==> src/rtl/serial_frame_transmitter.sv <==
// Framed serial transmitter: start bit, data (LSB- or MSB-first), optional parity, 1-2 stop bits.
// A one-word holding buffer with valid/ready lets frames be sent back-to-back with no gap.
module serial_frame_transmitter #(
  parameter int DATA_WIDTH = 8,
  parameter int LSB_FIRST  = 1,
  parameter int PARITY_EN  = 0,
  parameter int PARITY_ODD = 0,
  parameter int STOP_BITS  = 1
) (
  input  logic                  clk,
  input  logic                  rst,
  input  logic                  transmission_clock,
  input  logic                  send,
  input  logic [DATA_WIDTH-1:0] in_data,
  output logic                  ready,
  output logic                  transmission,
  output logic                  out_data,
  output logic                  frame_done
);

  localparam int CNT_W = (DATA_WIDTH > 1) ? $clog2(DATA_WIDTH) : 1;
  localparam logic [CNT_W-1:0] BIT_LAST = CNT_W'(DATA_WIDTH - 1);
  localparam logic STOP_LAST = (STOP_BITS == 2) ? 1'b1 : 1'b0;

  typedef enum logic [2:0] {
    ST_IDLE   = 3'd0,
    ST_START  = 3'd1,
    ST_DATA   = 3'd2,
    ST_PARITY = 3'd3,
    ST_STOP   = 3'd4
  } state_e;

  if ((STOP_BITS != 1) && (STOP_BITS != 2)) begin : g_bad_stop_bits
    $error("serial_frame_transmitter: STOP_BITS must be 1 or 2");
  end
  if ((DATA_WIDTH < 1) || (DATA_WIDTH > 32)) begin : g_bad_data_width
    $error("serial_frame_transmitter: DATA_WIDTH must be in 1..32");
  end

  function automatic logic calc_parity(input logic [DATA_WIDTH-1:0] word);
    if (PARITY_ODD != 0) begin
      return ~(^word);
    end else begin
      return ^word;
    end
  endfunction

  function automatic logic line_level(input state_e st, input logic [DATA_WIDTH-1:0] sh,
                                      input logic par);
    case (st)
      ST_IDLE:   return 1'b1;
      ST_START:  return 1'b0;
      ST_DATA:   return (LSB_FIRST != 0) ? sh[0] : sh[DATA_WIDTH-1];
      ST_PARITY: return par;
      ST_STOP:   return 1'b1;
      default:   return 1'b1;
    endcase
  endfunction

  state_e                state_q, state_d;
  logic [DATA_WIDTH-1:0] shift_q, shift_d;
  logic [DATA_WIDTH-1:0] hold_q, hold_d;
  logic [CNT_W-1:0]      bit_cnt_q, bit_cnt_d;
  logic                  stop_cnt_q, stop_cnt_d;
  logic                  parity_q, parity_d;
  logic                  hold_valid_q, hold_valid_d;
  logic                  out_q, out_d;
  logic                  done_q, done_d;

  logic                  accept_s;
  logic                  final_tick_s;
  logic                  load_s;
  logic [DATA_WIDTH-1:0] load_word_s;

  assign ready        = ~hold_valid_q;
  assign transmission = (state_q != ST_IDLE);
  assign out_data     = out_q;
  assign frame_done   = done_q;

  // Next-state, buffer and line-level logic for the frame sequencer.
  always_comb begin
    state_d      = state_q;
    shift_d      = shift_q;
    hold_d       = hold_q;
    bit_cnt_d    = bit_cnt_q;
    stop_cnt_d   = stop_cnt_q;
    parity_d     = parity_q;
    hold_valid_d = hold_valid_q;
    done_d       = 1'b0;
    load_s       = 1'b0;
    load_word_s  = in_data;

    accept_s     = send & ready;
    final_tick_s = (state_q == ST_STOP) && transmission_clock && (stop_cnt_q == STOP_LAST);

    // Busy accepts land in the holding buffer; an accept on the final stop tick starts directly.
    if (accept_s && (state_q != ST_IDLE) && !final_tick_s) begin
      hold_d       = in_data;
      hold_valid_d = 1'b1;
    end else begin
      hold_valid_d = hold_valid_q;
    end

    case (state_q)
      ST_IDLE: begin
        if (accept_s) begin
          load_s = 1'b1;
        end else begin
          state_d = ST_IDLE;
        end
      end
      ST_START: begin
        if (transmission_clock) begin
          state_d = ST_DATA;
        end else begin
          state_d = ST_START;
        end
      end
      ST_DATA: begin
        if (transmission_clock) begin
          shift_d = (LSB_FIRST != 0) ? (shift_q >> 1'b1) : (shift_q << 1'b1);
          if (bit_cnt_q == BIT_LAST) begin
            bit_cnt_d = '0;
            state_d   = (PARITY_EN != 0) ? ST_PARITY : ST_STOP;
          end else begin
            bit_cnt_d = bit_cnt_q + CNT_W'(1'b1);
          end
        end else begin
          state_d = ST_DATA;
        end
      end
      ST_PARITY: begin
        if (transmission_clock) begin
          state_d = ST_STOP;
        end else begin
          state_d = ST_PARITY;
        end
      end
      ST_STOP: begin
        if (final_tick_s) begin
          stop_cnt_d = 1'b0;
          done_d     = 1'b1;
          if (hold_valid_q) begin
            load_s       = 1'b1;
            load_word_s  = hold_q;
            hold_valid_d = 1'b0;
          end else if (send) begin
            load_s = 1'b1;
          end else begin
            state_d = ST_IDLE;
          end
        end else if (transmission_clock) begin
          stop_cnt_d = ~stop_cnt_q;
        end else begin
          state_d = ST_STOP;
        end
      end
      default: begin
        state_d = ST_IDLE;
      end
    endcase

    if (load_s) begin
      state_d    = ST_START;
      shift_d    = load_word_s;
      parity_d   = calc_parity(load_word_s);
      bit_cnt_d  = '0;
      stop_cnt_d = 1'b0;
    end else begin
      parity_d = parity_q;
    end

    // The line register follows the level of the state being entered, so a new bit appears on its first edge.
    out_d = line_level(state_d, shift_d, parity_d);
  end

  // Frame sequencer, holding buffer and registered line outputs.
  always_ff @(posedge clk or negedge rst) begin
    if (!rst) begin
      state_q      <= ST_IDLE;
      shift_q      <= '0;
      hold_q       <= '0;
      bit_cnt_q    <= '0;
      stop_cnt_q   <= 1'b0;
      parity_q     <= 1'b0;
      hold_valid_q <= 1'b0;
      out_q        <= 1'b1;
      done_q       <= 1'b0;
    end else begin
      state_q      <= state_d;
      shift_q      <= shift_d;
      hold_q       <= hold_d;
      bit_cnt_q    <= bit_cnt_d;
      stop_cnt_q   <= stop_cnt_d;
      parity_q     <= parity_d;
      hold_valid_q <= hold_valid_d;
      out_q        <= out_d;
      done_q       <= done_d;
    end
  end

endmodule

==> config.mk <==
export PLATFORM = sky130hd
export DESIGN_NAME = serial_frame_transmitter
export DESIGN_NICKNAME = d
export VERILOG_FILES = /design/src/rtl/serial_frame_transmitter.sv
export SDC_FILE = /design/constraint.sdc
export NUM_CORES = 1
export LEC_CHECK = 0
export BUFFER_PORTS_ARGS = -buffer_cell sky130_fd_sc_hd__clkbuf_2
export CAP_MARGIN = 20
export CORE_MARGIN = 2
export CORE_UTILIZATION = 40
export CTS_CLUSTER_DIAMETER = 50
export CTS_CLUSTER_SIZE = 10
export DETAILED_ROUTE_END_ITERATION = 7
export GPL_TIMING_DRIVEN = 0
export PLACE_DENSITY_LB_ADDON = 0.3
export REMOVE_ABC_BUFFERS = 1
export SLEW_MARGIN = 0
export SYNTH_ARGS = -nofsm -noshare
export SYNTH_HDL_FRONTEND = slang
export SYNTH_SLANG_ARGS = --single-unit
==> constraint.sdc <==
create_clock -name clk -period 1.5 [get_ports clk]
set_input_delay 0.375 -clock clk [delete_from_list [all_inputs] [get_ports clk]]
set_output_delay 0.375 -clock clk [all_outputs]
set_load 0.01 [all_outputs]
==> flow_summary_export.csv, run 1 <==
group,metric,value,unit
run_status,outcome,"finished, violations left",
run_status,violations,"setup timing",
final_layout,utilization,51.64,%
global_routing,antenna_found_initial,0,
cts,clk_pin_slew,0.15,ns
timing,timing.slew.headroom,54.17,%
cts,cts_max_path_buffers,2,
routing,routedWlPerCell,14.89,um
timing,layout_setup_ws,-0.1872,ns
yosys,async_flop_share,100.0,%
timing,maxSlewViolCount,0,
final_layout,area_growth,22.83,%
power_and_ir_drop,powerDensity,1804,nW/um^2
placed_design,numPortBuffers,15,
yosys,synthCells,128,
cts,clk_latency,0.33,ns
routing,wirelength,2977,um
worst_setup_path,critPathArrivalTime,1.31,ns
global_routing,grt_start_max_net_pins,28,
timing,finalCritPeriodShare,112.5,%
yosys,ys_seq_area_share,47.50,%
timing,min_period,1.687,ns
timing,fin_hold_ws,0.05490,ns
yosys,dominantRegCellSynth,"dfrtp_1",
floorplan,die_width,63.69,um
cts,ctsHoldBuffers,0,
floorplan,fp-row-count,21,
global_routing,grt_pass1_vias,1027,
timing,final.setup_skew,0.004140,ns
worst_setup_path,cp-start-kind,"register",
timing,worst_slew_pin_slew,0.6874,ns
worst_setup_path,worstPathRequired,1.12,ns
cts,cts_buffers,3,
cts,clock_sinks,27,
routing,vias,1037,
final_layout,fin_cells,200,
floorplan,start_util,42.05,%
timing,timing.fmax,592.7,MHz
timing,tns,-0.8384,ns
final_layout,diodes,0,
routing,antenna_left,0,
routing,drt_iter0_markers,48,
routing,drc_errors,0,
placed_design,place_inst,182,
run,cap_violations,0,
cts,h-tree-depth,1,
power_and_ir_drop,power,0.003158,W
cts,clockRootBuffer,"clkbuf_4",
global_routing,grt_pass1_wl,4823,um
routing,drtPass1Iterations,5,
floorplan,ios,16,
floorplan,core_area,3390,um^2
cts,cts_tree,"yes",
timing,rsz0062_at_grt,"true",
timing,setup_viol,10,
power_and_ir_drop,p_leak,0.7441,nW
yosys,syn_area,1425,um^2
yosys,synth_area_per_cell,11.13,um^2
floorplan,die_height,63.69,um
placed_design,gp_congestion,0.7699,
global_routing,grt-ovfl-total,0,
power_and_ir_drop,vdd_drop_max,0.0009764,V
yosys,ys_warn_count,0,
placed_design,dp_hpwl,1815,um
worst_setup_path,endpoint_kind,"output pin",
hold_path,hp-class,"input pin to async pin",
timing,finalHoldViolCount,0,
global_routing,gr-usage-all-layers,15.50,%
final_layout,nNetsFinal,169,
worst_setup_path,crit_type,"register to output pin",
yosys,ys_types,33,
worst_setup_path,crit_fanout,3,
final_layout,drive_above_1_share,37.01,%
routing,vias_per_cell,5.185,
floorplan,dieArea,4056,um^2
yosys,synth_edf_count,0,
yosys,synth-seq-cells,27,
==> registers in the layout, summed over array words and instances, names as in the netlist <==
signal        flops
bit_cnt_q         3
parity_q          1
hold_q            8
state_q           3
stop_cnt_q        1
out_data          1
hold_valid_q      1
frame_done        1
shift_q           8
==> cell type report <==
type / instances / area, um^2
fill: 308 / 1639
clock buffer: 4 / 26.28
sequential: 27 / 680.7
multi-input combinational: 90 / 769.5
inverter: 5 / 18.77
tap: 46 / 57.56
timing repair buffer: 28 / 197.7
==> report_power, final <==
part / switching, W / leakage [nW] / internal, W
Sequential: 0.000222 / 0.338 / 0.00105
Combinational: 0.000742 / 0.391 / 0.000820
Clock: 0.000219 / 0.0150 / 0.000104
==> synthesized netlist by cell type, types with 2 or more instances <==
| cell | count | area share, % |
|---|---|---|
| dfrtp_1 | 26 | 46 |
| nand2_1 | 13 | 3.4 |
| xnor2_1 | 12 | 7.4 |
| mux2i_1 | 11 | 7.7 |
| mux2_2 | 8 | 6.3 |
| a21oi_1 | 6 | 2.1 |
| o221ai_1 | 6 | 3.7 |
| inv_1 | 5 | 1.3 |
| nand3_1 | 5 | 1.8 |
| nor2_1 | 4 | 1.1 |
| a311oi_1 | 3 | 1.8 |
| buf_2 | 3 | 1.1 |
| buf_4 | 2 | 1.1 |
| clkbuf_1 | 2 | 0.53 |
| ha_1 | 2 | 1.8 |
| or3_1 | 2 | 0.88 |
| xor2_1 | 2 | 1.2 |
==> path summary, 6_finish.rpt <==
path                       slack (ns)  depth (start not counted)                     end                    from
min                              0.05                          1    state_q[2]$_DFF_PN0_                     rst
max in group asynchronous        0.97                          1    state_q[0]$_DFF_PN0_                     rst
max reg2reg                     -0.16                          4      parity_q$_DFF_PN0_    state_q[2]$_DFF_PN0_
min reg2reg                      0.53                          2  shift_q[2]$_DFFE_PN0P_  shift_q[3]$_DFFE_PN0P_
max                             -0.19                          2            transmission    state_q[0]$_DFF_PN0_
min in group clk                 0.31                          2   hold_q[5]$_DFFE_PN0P_              in_data[5]
==> placed cells by master, fill, tap and decap left out, types with 6 or more instances in the layout <==
master and n:
a21oi_1 6, buf_4 11, clkbuf_2 15, dfrtp_1 23, mux2_2 8, mux2i_1 11
nand2_1 12, o221ai_1 6, xnor2_1 12
==> cells by family after synthesis <==
kind of cell,synth area share (%)
multiplexers,14.05
AO/OA/AOI/OAI,12.56
flip-flops,47.50
buffers and inverters,3.951
adder cells (fa/ha/maj),1.756
AND/OR/NAND/NOR,11.59
XOR/XNOR,8.604
==> stage by stage <==
| stage | cell area (um^2) | setup WS [ns] |
|---|---|---|
| 6_report | 1750 | -0.1872 |
| 5_1_grt | 1750 | -0.2370 |
| 4_1_cts | 1682 | -0.1823 |
| 3_5_place_dp | 1520 | -0.4744 |
| 3_3_place_gp | 1520 | -0.4600 |
| 2_1_floorplan | 1388 | -0.2776 |
==> what timing repair did <==
item                       in CTS  in global routing
cloned                          1                  0
setup endpoints to repair      25                 23
buffers inserted               10                  3
pin swaps                       6                  2
gates resized for setup        13                  6
==> per-layer routing <==
layer	wire length [um]	GRT usage, %
met5	0	0
met4	17	3.261
met1	1336	19.80
met2	1535	26.58
met3	87	3.750
==> critical path, cell delays in order, from the launching register on <==
cell and delay, ns:
dfrtp_2 0.45, or3_1 0.39, clkbuf_2 0.14
No activity file was read; power rests on OpenSTA's default activity.
==> inputs of run 2 (changes only) <==
ABC_AREA = 1   (was unset)
clock period = 1.4 ns   (was 1.5 ns; I/O delays follow)
==> run 2 against run 1 <==
  * The flow still finishes with violations (setup timing)
  * Die area increased by 10%
  * Power increased by 19%
  * Area after synthesis increased by 11%
  * Non-clock buffer count increased by 4
  * Synthesized cell count increased by 68%
  * Clock power increased by 41%
  * Count of clock-buffer cells in the layout unchanged
  * Critical path type is now register to register
  * Largest cell class unchanged
==> flow_summary_export.csv, run 2 <==
group,metric,value,unit
final_layout,fin_area,2022,um^2
global_routing,grt_pass1_vias,1368,
cts,ctsHoldBuffers,0,
yosys,synth_most_common_cell,"nand2_1",
final_layout,regArea,684.4,um^2
timing,min_period,1.858,ns
timing,setup_viol,26,
worst_setup_path,reg2reg_from,"state_q[1]$_DFF_PN0_",
worst_setup_path,crit_slowest_cell,"dfrtp_2",
floorplan,core_area,3716,um^2
timing,finalHoldViolCount,0,
power_and_ir_drop,p_int,0.002195,W
final_layout,drive_above_1_share,31.05,%
floorplan,die_width,66.86,um
worst_setup_path,endpoint_kind,"register",
final_layout,top_regs,"hold_q (8), shift_q (8)",
worst_setup_path,critPathTopFamily,"simple AND/OR/NAND/NOR gates",
worst_setup_path,path_cells,"nor2_4 -> buf_12 -> nand4_4 -> nand2_2 -> o21ai_2 -> nand3_2 -> nand2_1 -> nand2_1 -> nand2_1 -> nand2_1 -> nand3_2 -> and2_4",
routing,antenna_left,0,
floorplan,dieArea,4470,um^2
worst_setup_path,cp_common_cell,"nand2_1",
yosys,synth_edf_count,0,
global_routing,antenna_found_initial,0,
cts,clk_latency,0.28,ns
yosys,synth-seq-cells,27,
cts,clk_pin_slew,0.10,ns
final_layout,nNetsFinal,263,
final_layout,layout_common_cells,"nand2_1, inv_1, dfrtp_1",
routing,vias,1537,
worst_setup_path,crit_buf_inv,1,
yosys,ys_seq_area_share,42.83,%
power_and_ir_drop,p_leak,1.039,nW
power_and_ir_drop,clockPowerShare,12.1,%
run,cap_violations,0,
floorplan,die_height,66.86,um
power_and_ir_drop,pwr-share-comb,53.6,%
power_and_ir_drop,swShare,41.58,%
cts,cts_tree,"yes",
final_layout,diodes,0,
floorplan,ios,16,
final_layout,multi_input_area,869.6,um^2
timing,layout_setup_ws,-0.4577,ns
yosys,synthCells,215,
placed_design,gp_congestion,0.7258,
routing,drt_iter0_markers,109,
timing,rsz0062_at_grt,"true",
cts,clockRootBuffer,"clkbuf_8",
global_routing,grt_pass1_wl,5940,um
global_routing,gr-usage-all-layers,17.87,%
final_layout,nFillCells,358,
placed_design,dp_hpwl,2357,um
worst_setup_path,rr_worst_depth,12,
cts,cts_max_path_buffers,2,
run_status,violations,"setup timing",
yosys,synth_area_per_cell,7.350,um^2
global_routing,grt-ovfl-total,0,
yosys,netlist_top_cells_area,"dfrtp_1, nand2_1, inv_1",
placed_design,dpl_cell_area,1674,um^2
floorplan,start_util,42.53,%
worst_setup_path,r2r_end,"parity_q$_DFF_PN0_",
worst_setup_path,critPathArrivalTime,2.04,ns
yosys,synth_common_cells,"nand2_1, dfrtp_1, inv_1",
worst_setup_path,rrSetupSlack,-0.46,ns
worst_setup_path,cp-start-kind,"register",
worst_setup_path,crit_fanout,6,
timing,final.setup_skew,0.005875,ns
hold_path,hp-class,"input pin to async pin",
worst_setup_path,crit_type,"register to register",
power_and_ir_drop,p_seq_share,34.2,%
timing,maxSlewViolCount,0,
run_status,outcome,"finished, violations left",
yosys,ys_warn_count,0,
timing,worst_slew_pin_slew,0.6847,ns
yosys,netlist.area_leader.share,41.17,%
yosys,syn_area,1580,um^2
placed_design,numPortBuffers,15,
routing,wirelength,3881,um
power_and_ir_drop,p_sw,0.001562,W
routing,routedWlPerCell,13.11,um
yosys,dominantRegCellSynth,"dfrtp_1",
floorplan,fp-row-count,22,
cts,cts_buffers,3,
timing,timing.slew.headroom,54.35,%
power_and_ir_drop,power,0.003757,W
routing,vias_per_cell,5.193,
timing,finalCritPeriodShare,132.7,%
routing,drc_errors,0,
power_and_ir_drop,powerDensity,1858,nW/um^2
power_and_ir_drop,vdd_drop_max,0.0008691,V
global_routing,grt_start_max_net_pins,28,
yosys,yosysTopAreaCell,"dfrtp_1",
worst_setup_path,slowest_delay,0.43,ns
final_layout,layout_commonest_cell,"nand2_1",
timing,timing.fmax,538.3,MHz
worst_setup_path,worstPathRequired,1.58,ns
cts,h-tree-depth,1,
cts,clock_sinks,27,
final_layout,area_growth,27.95,%
routing,drtPass1Iterations,4,
yosys,async_flop_share,100.0,%
yosys,ys_types,31,
run 2: changes by cell type in the layout (fill, tap and decap cells not counted), moves of 4 or more:
| cell | previous run | this run |
|---|---|---|
| nand2_1 | 12 | 57 |
| inv_1 | 5 | 23 |
| o21ai_0 | 1 | 16 |
| xnor2_1 | 12 | 0 |
| mux2i_1 | 11 | 0 |
| nor2_1 | 3 | 14 |
| nand2_2 | 1 | 11 |
| mux2_2 | 8 | 0 |
| inv_2 | 0 | 6 |
| o21ai_1 | 0 | 6 |
| buf_6 | 0 | 4 |
run 2: through the flow:
| step | setup TNS, ns | util (%) | worst slack, ns | hold slack (ns) | cells |
|---|---|---|---|---|---|
| after floorplan | -2.612 | - | -0.3695 | 0.05441 | 209 |
| after global placement | -9.880 | 45.05 | -0.6532 | 0.4240 | 272 |
| after detailed placement | -10.96 | 45.05 | -0.6934 | 0.4303 | 272 |
| after CTS | -5.510 | 50.98 | -0.4192 | 0.1277 | 288 |
| after global routing | -9.573 | 54.41 | -0.6062 | 0.1380 | 296 |
| final | -6.974 | 54.41 | -0.4577 | 0.09022 | 296 |
run 2: repair_timing:
item / in CTS / in global routing
pin swaps: 5 / 8
cloned: 2 / 1
gates resized for setup: 21 / 18
setup endpoints to repair: 26 / 27
hold endpoints to repair: 0 / 0
setup buffers: 10 / 7
run 2: layout make-up:
cell class	instances	area share, %
flip-flops and latches	27	33.85
inverters	33	6.436
multi-input cells	152	43.01
repair buffers	32	11.51
well taps	48	2.970
clock buffers	4	2.228
run 2: cells by family after synthesis:
| kind of cell | share of synthesized area, % |
|---|---|
| compound gates | 16.79 |
| fa+ha+maj | 1.583 |
| buf+inv | 10.45 |
| flops | 42.83 |
| simple gates | 28.35 |
run 2: worst max-delay path by stage:
stage / startpoint / to / slack [ns] / cells after the start
floorplan: state_q[1]$_DFF_PN0_ / parity_q$_DFF_PN0_ / -0.37 / 10
global placement: transmission_clock / parity_q$_DFF_PN0_ / -0.65 / 13
detailed placement: transmission_clock / parity_q$_DFF_PN0_ / -0.69 / 13
CTS: state_q[0]$_DFF_PN0_ / parity_q$_DFF_PN0_ / -0.42 / 10
global route: state_q[1]$_DFF_PN0_ / parity_q$_DFF_PN0_ / -0.61 / 12
finish: state_q[1]$_DFF_PN0_ / parity_q$_DFF_PN0_ / -0.46 / 12
run 2: power by group through the flow:
stage / Sequential (W) / Clock (W) / Combinational (W)
6_report: 0.00129 / 0.000456 / 0.00202
4_1_cts: 0.00133 / 0.000464 / 0.00165
5_1_grt: 0.00133 / 0.000506 / 0.00226
3_3_place_gp: 0.00135 / 0 / 0.00127
3_5_place_dp: 0.00136 / 0 / 0.00132
2_1_floorplan: 0.00131 / 0 / 0.00101
run 2: routing by layer:
| layer | GRT usage, % | routed length (um) | up-vias |
|---|---|---|---|
| li1 | - | - | 770 |
| met1 | 21.66 | 1741 | 731 |
| met2 | 31.50 | 1953 | 31 |
| met3 | 4.223 | 147 | 5 |
| met4 | 4.847 | 38 | 0 |
| met5 | 0 | 0 | - |
==> inputs of run 3 (changes only) <==
clock period = 2.1 ns   (was 1.4 ns; I/O delays follow)
==> run 3 against run 2 <==
  * The flow now finishes without violations
  * Routed wire length is 11% lower
  * Combinational power is 52% lower
  * Via count is 5.9% lower
  * Clock skew is 0.0014 ns lower
  * Clock power is 34% lower
  * Flip-flop and latch count stayed put
  * Hold slack better by 0.17 ns
  * First-iteration DRC count is 26% lower
  * Sequential power is 30% lower
  * Sequential share of layout area is 3.6 points higher
  * Critical endpoint unchanged
==> flow_summary_export.csv, run 3 (synthesis results as in run 2) <==
group,metric,value,unit
routing,drc_errors,0,
global_routing,grt-ovfl-total,0,
cts,clk_pin_slew,0.09,ns
floorplan,die_height,66.86,um
worst_setup_path,cp_common_cell,"nand2_1",
timing,setup_viol,0,
timing,finalHoldViolCount,0,
timing,maxSlewViolCount,0,
timing,finalCritPeriodShare,93.79,%
worst_setup_path,path_cells,"nor2_4 -> nand4_4 -> or2_1 -> nand3_1 -> nand2_1 -> nand2_1 -> nand2_1 -> nand2_1 -> nand3_2 -> and2_1",
worst_setup_path,crit_buf_inv,0,
routing,drt_iter0_markers,81,
final_layout,fin_area,1815,um^2
floorplan,core_area,3716,um^2
routing,vias,1447,
placed_design,numPortBuffers,15,
final_layout,nNetsFinal,251,
timing,layout_setup_ws,0.1304,ns
floorplan,dieArea,4470,um^2
worst_setup_path,critPathTopFamily,"simple AND/OR/NAND/NOR gates",
global_routing,grt_start_max_net_pins,28,
routing,antenna_left,0,
timing,min_period,1.970,ns
worst_setup_path,crit_type,"register to register",
timing,tns,0,ns
final_layout,diodes,0,
cts,clk_latency,0.27,ns
routing,vias_per_cell,5.095,
worst_setup_path,critPathArrivalTime,2.14,ns
power_and_ir_drop,powerDensity,1190,nW/um^2
global_routing,grt_pass1_wl,5340,um
cts,ctsHoldBuffers,0,
power_and_ir_drop,vdd_drop_max,0.0005468,V
hold_path,hp-class,"input pin to async pin",
final_layout,drive_above_1_share,20.34,%
routing,drtPass1Iterations,4,
placed_design,dp_hpwl,2357,um
global_routing,antenna_found_initial,0,
cts,cts_max_path_buffers,2,
worst_setup_path,cp-start-kind,"register",
cts,cts_tree,"yes",
global_routing,grt_pass1_vias,1269,
timing,fin_hold_ws,0.2650,ns
worst_setup_path,endpoint_kind,"register",
final_layout,area_growth,14.89,%
cts,clockRootBuffer,"clkbuf_8",
floorplan,fp-row-count,22,
timing,timing.slew.headroom,54.99,%
worst_setup_path,crit_slowest_cell,"dfrtp_2",
worst_setup_path,worstPathRequired,2.27,ns
final_layout,top_regs,"hold_q (8), shift_q (8)",
placed_design,dpl_cell_area,1674,um^2
timing,rsz0062_at_grt,"false",
floorplan,start_util,42.53,%
worst_setup_path,crit_fanout,7,
final_layout,layout_common_cells,"nand2_1, inv_1, dfrtp_1",
final_layout,layout_commonest_cell,"nand2_1",
global_routing,gr-usage-all-layers,15.93,%
placed_design,dp_slack,-0.1684,ns
routing,wirelength,3438,um
timing,timing.fmax,507.7,MHz
run_status,outcome,"finished, final reports clean",
routing,routedWlPerCell,12.11,um
cts,cts_buffers,3,
cts,clock_sinks,27,
floorplan,ios,16,
power_and_ir_drop,p_leak,0.9530,nW
run,cap_violations,0,
timing,final.setup_skew,0.004457,ns
timing,worst_slew_pin_slew,0.6751,ns
placed_design,gp_congestion,0.7258,
floorplan,die_width,66.86,um
worst_setup_path,slowest_delay,0.44,ns
cts,h-tree-depth,1,
run 3: timing repair:
action                     CTS  global route
setup endpoints to repair    0             9
gates resized for setup      0             8
buffers inserted             0             6
run 3: layout make-up:
| cell class | count | area, um^2 |
|---|---|---|
| well taps | 48 | 60.06 |
| fillers | 392 | 1901 |
| flip-flops and latches | 27 | 680.7 |
| multi-input cells | 151 | 782.0 |
| inverters | 33 | 127.6 |
| clock buffers | 4 | 45.04 |
| repair buffers | 21 | 120.1 |
run 3: routing by layer:
| layer | GRT usage (%) | share of wire [%] | wire [um] |
|---|---|---|---|
| met5 | 0 | 0 | 0 |
| met1 | 19.41 | 47 | 1605 |
| met3 | 4.054 | 2.7 | 94 |
| met4 | 4.592 | 1.0 | 36 |
| met2 | 27.63 | 49 | 1700 |
run 3: report_power, final:
group	total [W]	internal [W]	leakage [nW]	switching, W
clock	0.000299	0.000136	0.0228	0.000163
combinational	0.000962	0.000373	0.593	0.000589
sequential	0.000900	0.000745	0.337	0.000155
total	0.00216	0.00125	0.953	0.000907
run 3: worst paths after layout:
path	startpoint	end	slack, ns	cells past startpoint
worst max-delay path	state_q[0]$_DFF_PN0_	parity_q$_DFF_PN0_	0.13	10
worst min-delay path	rst	hold_q[1]$_DFFE_PN0P_	0.27	1
worst max register to register	state_q[0]$_DFF_PN0_	parity_q$_DFF_PN0_	0.13	10
worst min register to register	hold_q[4]$_DFFE_PN0P_	hold_q[4]$_DFFE_PN0P_	0.49	2
min in group clk	hold_q[4]$_DFFE_PN0P_	hold_q[4]$_DFFE_PN0P_	0.49	2
max in group asynchronous	rst	state_q[0]$_DFF_PN0_	1.37	1
run 3: through the flow:
step                std cells  utilization, %  power (W)
floorplan                 209               -   0.001551
global placement          272           45.05   0.001750
detailed placement        272           45.05   0.001786
CTS                       276           46.26   0.002088
global route              284           48.86   0.002387
finish                    284           48.86   0.002161
run 3: worst reg2reg max path: cells and delay by family (launching register included):
kind             cells  cell delay, ns
and+or+nand+nor     10            1.45
DFF                  1            0.44
